### src/rtl/axi_rd_arbiter_if.sv
// axi_rd_arbiter_if: requester request/response ports plus the shared AXI AR/R channel
interface axi_rd_arbiter_if #(
  parameter int NUM_DECOMPRESSOR = 2,
  parameter int ADDR_W           = 64,
  parameter int DATA_W           = 512
);
  logic [NUM_DECOMPRESSOR-1:0]        req_valid;
  logic [NUM_DECOMPRESSOR*ADDR_W-1:0] req_addr;
  logic [NUM_DECOMPRESSOR*8-1:0]      req_len;
  logic [NUM_DECOMPRESSOR-1:0]        req_ready;
  logic                               m_arvalid;
  logic [ADDR_W-1:0]                  m_araddr;
  logic [7:0]                         m_arlen;
  logic                               m_arid;
  logic                               m_arready;
  logic                               m_rvalid;
  logic [DATA_W-1:0]                  m_rdata;
  logic                               m_rlast;
  logic                               m_rready;
  logic [NUM_DECOMPRESSOR-1:0]        rsp_valid;
  logic [DATA_W-1:0]                  rsp_data;
  logic                               rsp_last;
  logic [NUM_DECOMPRESSOR-1:0]        rsp_ready;
  logic [3:0]                         outstanding;
  modport master (
    input  req_valid, req_addr, req_len, m_arready, m_rvalid, m_rdata, m_rlast, rsp_ready,
    output req_ready, m_arvalid, m_araddr, m_arlen, m_arid, m_rready, rsp_valid, rsp_data,
           rsp_last, outstanding
  );
  modport slave (
    output req_valid, req_addr, req_len, m_arready, m_rvalid, m_rdata, m_rlast, rsp_ready,
    input  req_ready, m_arvalid, m_araddr, m_arlen, m_arid, m_rready, rsp_valid, rsp_data,
           rsp_last, outstanding
  );
endinterface

### src/rtl/axi_rd_arbiter.sv
// axi_rd_arbiter: round-robin AR arbitration over N requesters with in-order R routing
module axi_rd_arbiter #(
  parameter int NUM_DECOMPRESSOR = 2,
  parameter int ADDR_W           = 64,
  parameter int DATA_W           = 512,
  parameter int DEPTH            = 8
) (
  input logic clk,
  input logic rst,
  axi_rd_arbiter_if.master bus
);
  localparam int N  = NUM_DECOMPRESSOR;
  localparam int IW = $clog2(N);
  typedef enum logic {IDLE, ISSUE} state_t;
  state_t            r_state;
  logic [IW-1:0]     r_rr_ptr;
  logic [IW-1:0]     r_idx;
  logic [N-1:0]      r_gnt;
  logic [ADDR_W-1:0] r_addr;
  logic [7:0]        r_len;
  logic              r_arvalid;
  logic [N-1:0]      r_fifo [DEPTH];
  logic [2:0]        r_wp;
  logic [2:0]        r_rp;
  logic [3:0]        r_cnt;
  logic              w_found;
  logic [IW-1:0]     w_idx;
  logic              w_push;
  logic              w_pop;
  logic              w_empty;
  logic [N-1:0]      w_sel;
  // first valid requester strictly after the last granted one, wrapping
  always_comb begin
    w_found = 1'b0;
    w_idx   = '0;
    for (int k = 1; k <= N; k++) begin
      if (!w_found && bus.req_valid[IW'((int'(r_rr_ptr) + k) % N)]) begin
        w_found = 1'b1;
        w_idx   = IW'((int'(r_rr_ptr) + k) % N);
      end
    end
  end
  assign w_push  = r_arvalid & bus.m_arready;
  assign w_empty = (r_cnt == 4'd0);
  assign w_sel   = w_empty ? '0 : r_fifo[r_rp];
  assign w_pop   = bus.m_rvalid & bus.m_rready & bus.m_rlast;
  always_ff @(posedge clk) begin
    if (rst) begin
      r_state   <= IDLE;
      r_rr_ptr  <= IW'(N - 1);
      r_idx     <= '0;
      r_gnt     <= '0;
      r_addr    <= '0;
      r_len     <= '0;
      r_arvalid <= 1'b0;
    end else if (r_state == IDLE) begin
      if (w_found && r_cnt != 4'(DEPTH)) begin
        r_state   <= ISSUE;
        r_arvalid <= 1'b1;
        r_idx     <= w_idx;
        r_gnt     <= N'(1) << w_idx;
        r_addr    <= bus.req_addr[int'(w_idx)*ADDR_W +: ADDR_W];
        r_len     <= bus.req_len[int'(w_idx)*8 +: 8];
      end
    end else if (bus.m_arready) begin
      r_state   <= IDLE;
      r_arvalid <= 1'b0;
      r_rr_ptr  <= r_idx;
    end
  end
  // order FIFO: one grant one-hot per issued burst, popped on each rlast beat
  always_ff @(posedge clk) begin
    if (rst) begin
      r_wp  <= '0;
      r_rp  <= '0;
      r_cnt <= '0;
    end else begin
      if (w_push) r_fifo[r_wp] <= r_gnt;
      r_wp  <= r_wp + 3'(w_push);
      r_rp  <= r_rp + 3'(w_pop);
      r_cnt <= r_cnt + 4'(w_push) - 4'(w_pop);
    end
  end
  assign bus.req_ready   = w_push ? r_gnt : '0;
  assign bus.m_arvalid   = r_arvalid;
  assign bus.m_araddr    = r_addr;
  assign bus.m_arlen     = r_len;
  assign bus.m_arid      = 1'b0;
  assign bus.m_rready    = |(w_sel & bus.rsp_ready);
  assign bus.rsp_valid   = w_sel & {N{bus.m_rvalid}};
  assign bus.rsp_data    = bus.m_rdata;
  assign bus.rsp_last    = bus.m_rlast;
  assign bus.outstanding = r_cnt;
endmodule
### src/flat_wrapper.sv
// flat-port wrapper written by rule: the top's interface ports become plain ports
module axi_rd_arbiter_flat 
#(
  parameter int NUM_DECOMPRESSOR = 2,
  parameter int ADDR_W           = 64,
  parameter int DATA_W           = 512,
  parameter int DEPTH            = 8
)
  (clk, rst, bus_req_valid, bus_req_addr, bus_req_len, bus_m_arready, bus_m_rvalid, bus_m_rdata, bus_m_rlast, bus_rsp_ready, bus_req_ready, bus_m_arvalid, bus_m_araddr, bus_m_arlen, bus_m_arid, bus_m_rready, bus_rsp_valid, bus_rsp_data, bus_rsp_last, bus_outstanding);
  axi_rd_arbiter_if #(.NUM_DECOMPRESSOR(NUM_DECOMPRESSOR), .ADDR_W(ADDR_W), .DATA_W(DATA_W)) bus_i ();
  input logic clk;
  input logic rst;
  input wire logic [$bits(bus_i.req_valid)-1:0] bus_req_valid;
  input wire logic [$bits(bus_i.req_addr)-1:0] bus_req_addr;
  input wire logic [$bits(bus_i.req_len)-1:0] bus_req_len;
  input wire logic [$bits(bus_i.m_arready)-1:0] bus_m_arready;
  input wire logic [$bits(bus_i.m_rvalid)-1:0] bus_m_rvalid;
  input wire logic [$bits(bus_i.m_rdata)-1:0] bus_m_rdata;
  input wire logic [$bits(bus_i.m_rlast)-1:0] bus_m_rlast;
  input wire logic [$bits(bus_i.rsp_ready)-1:0] bus_rsp_ready;
  output wire logic [$bits(bus_i.req_ready)-1:0] bus_req_ready;
  output wire logic [$bits(bus_i.m_arvalid)-1:0] bus_m_arvalid;
  output wire logic [$bits(bus_i.m_araddr)-1:0] bus_m_araddr;
  output wire logic [$bits(bus_i.m_arlen)-1:0] bus_m_arlen;
  output wire logic [$bits(bus_i.m_arid)-1:0] bus_m_arid;
  output wire logic [$bits(bus_i.m_rready)-1:0] bus_m_rready;
  output wire logic [$bits(bus_i.rsp_valid)-1:0] bus_rsp_valid;
  output wire logic [$bits(bus_i.rsp_data)-1:0] bus_rsp_data;
  output wire logic [$bits(bus_i.rsp_last)-1:0] bus_rsp_last;
  output wire logic [$bits(bus_i.outstanding)-1:0] bus_outstanding;
  assign bus_i.req_valid = bus_req_valid;
  assign bus_i.req_addr = bus_req_addr;
  assign bus_i.req_len = bus_req_len;
  assign bus_i.m_arready = bus_m_arready;
  assign bus_i.m_rvalid = bus_m_rvalid;
  assign bus_i.m_rdata = bus_m_rdata;
  assign bus_i.m_rlast = bus_m_rlast;
  assign bus_i.rsp_ready = bus_rsp_ready;
  assign bus_req_ready = bus_i.req_ready;
  assign bus_m_arvalid = bus_i.m_arvalid;
  assign bus_m_araddr = bus_i.m_araddr;
  assign bus_m_arlen = bus_i.m_arlen;
  assign bus_m_arid = bus_i.m_arid;
  assign bus_m_rready = bus_i.m_rready;
  assign bus_rsp_valid = bus_i.rsp_valid;
  assign bus_rsp_data = bus_i.rsp_data;
  assign bus_rsp_last = bus_i.rsp_last;
  assign bus_outstanding = bus_i.outstanding;
  axi_rd_arbiter #(.NUM_DECOMPRESSOR(NUM_DECOMPRESSOR), .ADDR_W(ADDR_W), .DATA_W(DATA_W), .DEPTH(DEPTH)) u_core (.clk(clk), .rst(rst), .bus(bus_i));
endmodule
### config.mk
export PLATFORM = sky130hd
export DESIGN_NAME = axi_rd_arbiter_flat
export DESIGN_NICKNAME = d
export VERILOG_FILES = /design/src/rtl/axi_rd_arbiter_if.sv /design/src/rtl/axi_rd_arbiter.sv /design/src/flat_wrapper.sv
export SDC_FILE = /design/constraint.sdc
export NUM_CORES = 1
export LEC_CHECK = 0
export ABC_CLOCK_PERIOD_IN_PS = 3000
export CAP_MARGIN = 20
export CORE_AREA = 2 2 494 496
export DETAILED_ROUTE_END_ITERATION = 6
export DIE_AREA = 0 0 496 498
export PLACE_DENSITY = 0.3
export RECOVER_POWER = 50
export SYNTH_ARGS = -nofsm -noshare
export SYNTH_HDL_FRONTEND = slang
export SYNTH_SLANG_ARGS = --single-unit
### constraint.sdc
create_clock -name clk -period 3 [get_ports clk]
set_input_delay 0.6 -clock clk [delete_from_list [all_inputs] [get_ports clk]]
set_output_delay 0.6 -clock clk [all_outputs]
set_load 0.01 [all_outputs]
==> results.ini <==
[clock_tree]
cts_tree=done
root_buffer=clkbuf_16
cts_made_buffers=9
numClockSinks=103
insertion_delay_ps=460
path_clk_slew_ps=100
clock_path_buffers=2
h-tree-depth=3

[floorplanning]
ios=1261
floorplan.initialDensity=0.0360
die_x_um=496
fp.dieArea_um2=247000
rows=181
core_region_area_um2=242000
die_h_um=498

[timing]
worstMarginPinSlew_ps=866
finalSetupViolCount=0
max_freq_ghz=0.348
slew_headroom=0.422
finalSetupTns_ps=0
hold_viol=0
fin_crit_ps=2880
fin_crit_sh=0.959
skew_ps=30.8
rsz0062_at_grt=no
setup_ws_ps=124
drv_slew=0

[setup_path]
critPathKind=reg -> out
reg2reg_from=u_core.r_rp[1]$_SDFF_PP0_
cp.required_ps=2400
worstPathArrival_ps=2280
worstSetupStartpoint=u_core.r_rp[1]$_SDFF_PP0_
crit_path_end_kind=output port
worst_setup_path_start_kind=flop
reg2reg_setup_slack_ps=470
r2r-end=u_core.bus.outstanding[2]$_SDFF_PP0_
r2r.worst_path.cells=12
critPathMaxFanout=9
crit_end=bus_rsp_valid[1]

[cells_and_area]
fill_cells=28703
area_growth_pct=32.0
final_nets=1352
post-route-cell-area_um2=11500
utilization=0.0475
drive_above_1_share=0.126

[pwr]
power.leakage_nw=3.24
peakVddDrop_uv=325
p_per_area_nw_per_um2=451

[detailed_routing]
wl_um=113000
vias_per_cell=1.37
drt_first_pass_iters=4
drcViolationCount=0
drt-wirelength-per-cell_um=29.0
ant_nets=0
drtIter0Drc=192
via_count=5319

[place]
dp_hpwl_um=105000
placed_area_um2=11200
portBuffers=234
place.gp.congestion=0.704
place_ws_ps=296

[grt]
grt_overflow_total=0
antenna_found_initial=21
grt_usage=0.0879
grt_pass1_wl_um=124000
grt_pass1_vias=5483
grt_max_degree=48

[yosys]
post_synth_num_cell_types=31
yosysMostFrequentCell=buf_4
yosys.area.top_type=buf_4
syn_area_um2=8700
yosys-top-cells-area=buf_4 (46%), dfxtp_1 (20%), mux2i_1 (9.4%)
avgSynthCellArea_um2=9.01
seq_area_frac_synth=0.255
synthArstFlopShare=0
synth-seq-cells=103
synth_nets=1642
synth_warnings=0
synthFlopType=dfxtp_1
synth_cells=966
synth_common_cells=buf_4 (528), nor2_1 (91), dfxtp_1 (87)
synth_edf_count=16
netlist.area_leader.share=0.455

[outcome]
status=complete, no violations

[hold_path]
min_path_type=in -> reg

[run]
max_cap_viol_count=0

[per-stage QoR]
step	cells	hold slack [ps]	power, W
floorplan	966	488	0.00342
global placement	3867	486	0.00383
detailed placement	3867	493	0.00383
CTS	3883	424	0.00546
global route	3885	452	0.00559
finish	3887	473	0.00518
[registers in the layout (all words and copies together) (netlist names)]
signal	cells
u_core.bus.m_araddr	64
u_core.r_fifo	16
u_core.r_state	1
u_core.r_rr_ptr	1
u_core.r_gnt	1
u_core.bus.m_arlen	8
u_core.bus.m_arvalid	1
u_core.r_wp	3
u_core.r_idx	1
u_core.r_rp	3
u_core.bus.outstanding	4
[critical path, cell delays in order (launching register included)]
cell and delay (ps):
dfxtp_1 310, buf_4 180, mux2i_1 140, a22oi_1 190
nand3_1 180, nor2_1 240, clkdlybuf4s50_1 600
[report_power, final]
group | internal [W] | switching (W) | leakage [nW]
Sequential | 0.00163 | 0.000150 | 0.864
Clock | 0.000603 | 0.000878 | 0.151
Combinational | 0.000943 | 0.000978 | 2.23
Total | 0.00318 | 0.00201 | 3.24
[cell families after synthesis]
| kind of cell | synth area share |
|---|---|
| buffers and inverters | 0.471 |
| AND/OR/NAND/NOR | 0.0592 |
| flip-flops | 0.255 |
| AO/OA/AOI/OAI | 0.0986 |
| multiplexers | 0.0943 |
| adder cells (fa/ha/maj) | 0.0167 |
| XOR/XNOR | 0.00402 |
| other | 0.000431 |
[cells in the final DEF, fill, tap and decap left out, types with 10 or more instances in the layout]
cell type	instances
a211oi_1	22
dfxtp_1	86
buf_4	12
clkdlybuf4s50_1	229
edfxtp_1	16
ha_1	10
nor2_1	91
a211oi_2	50
nand2_1	10
mux2i_1	82
[routing by layer]
layer | global-route usage | up-vias | share of wire
met1 | 0.0317 | 2120 | 0.13
li1 | - | 2065 | -
met4 | 0.0507 | 30 | 0.061
met3 | 0.157 | 314 | 0.38
met2 | 0.131 | 790 | 0.42
met5 | 0.00705 | - | 0.0036
[worst min-delay path by stage]
stage                                              from                                  end  slack [ps]  depth (start not counted)
floorplan                     u_core.r_state$_SDFF_PP0_            u_core.r_state$_SDFF_PP0_         490                          2
global placement    u_core.bus.m_araddr[5]$_SDFFE_PP0P_  u_core.bus.m_araddr[5]$_SDFFE_PP0P_         490                          2
detailed placement  u_core.bus.m_araddr[5]$_SDFFE_PP0P_  u_core.bus.m_araddr[5]$_SDFFE_PP0P_         490                          2
CTS                                                 rst            u_core.r_idx$_SDFFE_PP0P_         420                          2
global route                                        rst            u_core.r_wp[1]$_SDFF_PP0_         450                          2
finish                                              rst            u_core.r_wp[2]$_SDFF_PP0_         470                          2
[layout make-up]
class,count,area (um^2),share of cell area
clock inverter,7,86.3,0.00751
clock buffer,9,225,0.0196
antenna,4,10.0,0.000871
tap,3202,4010,0.349
timing repair buffer,249,2520,0.219
sequential,103,2230,0.194
multi-input combinational,304,2390,0.208
inverter,9,33.8,0.00294
[timing repair]
item	in CTS	in global routing
buffers inserted	0	0
hold buffers	0	0
gates resized for setup	0	2
setup endpoints to repair	0	2
No activity file was read; power rests on OpenSTA's default activity.
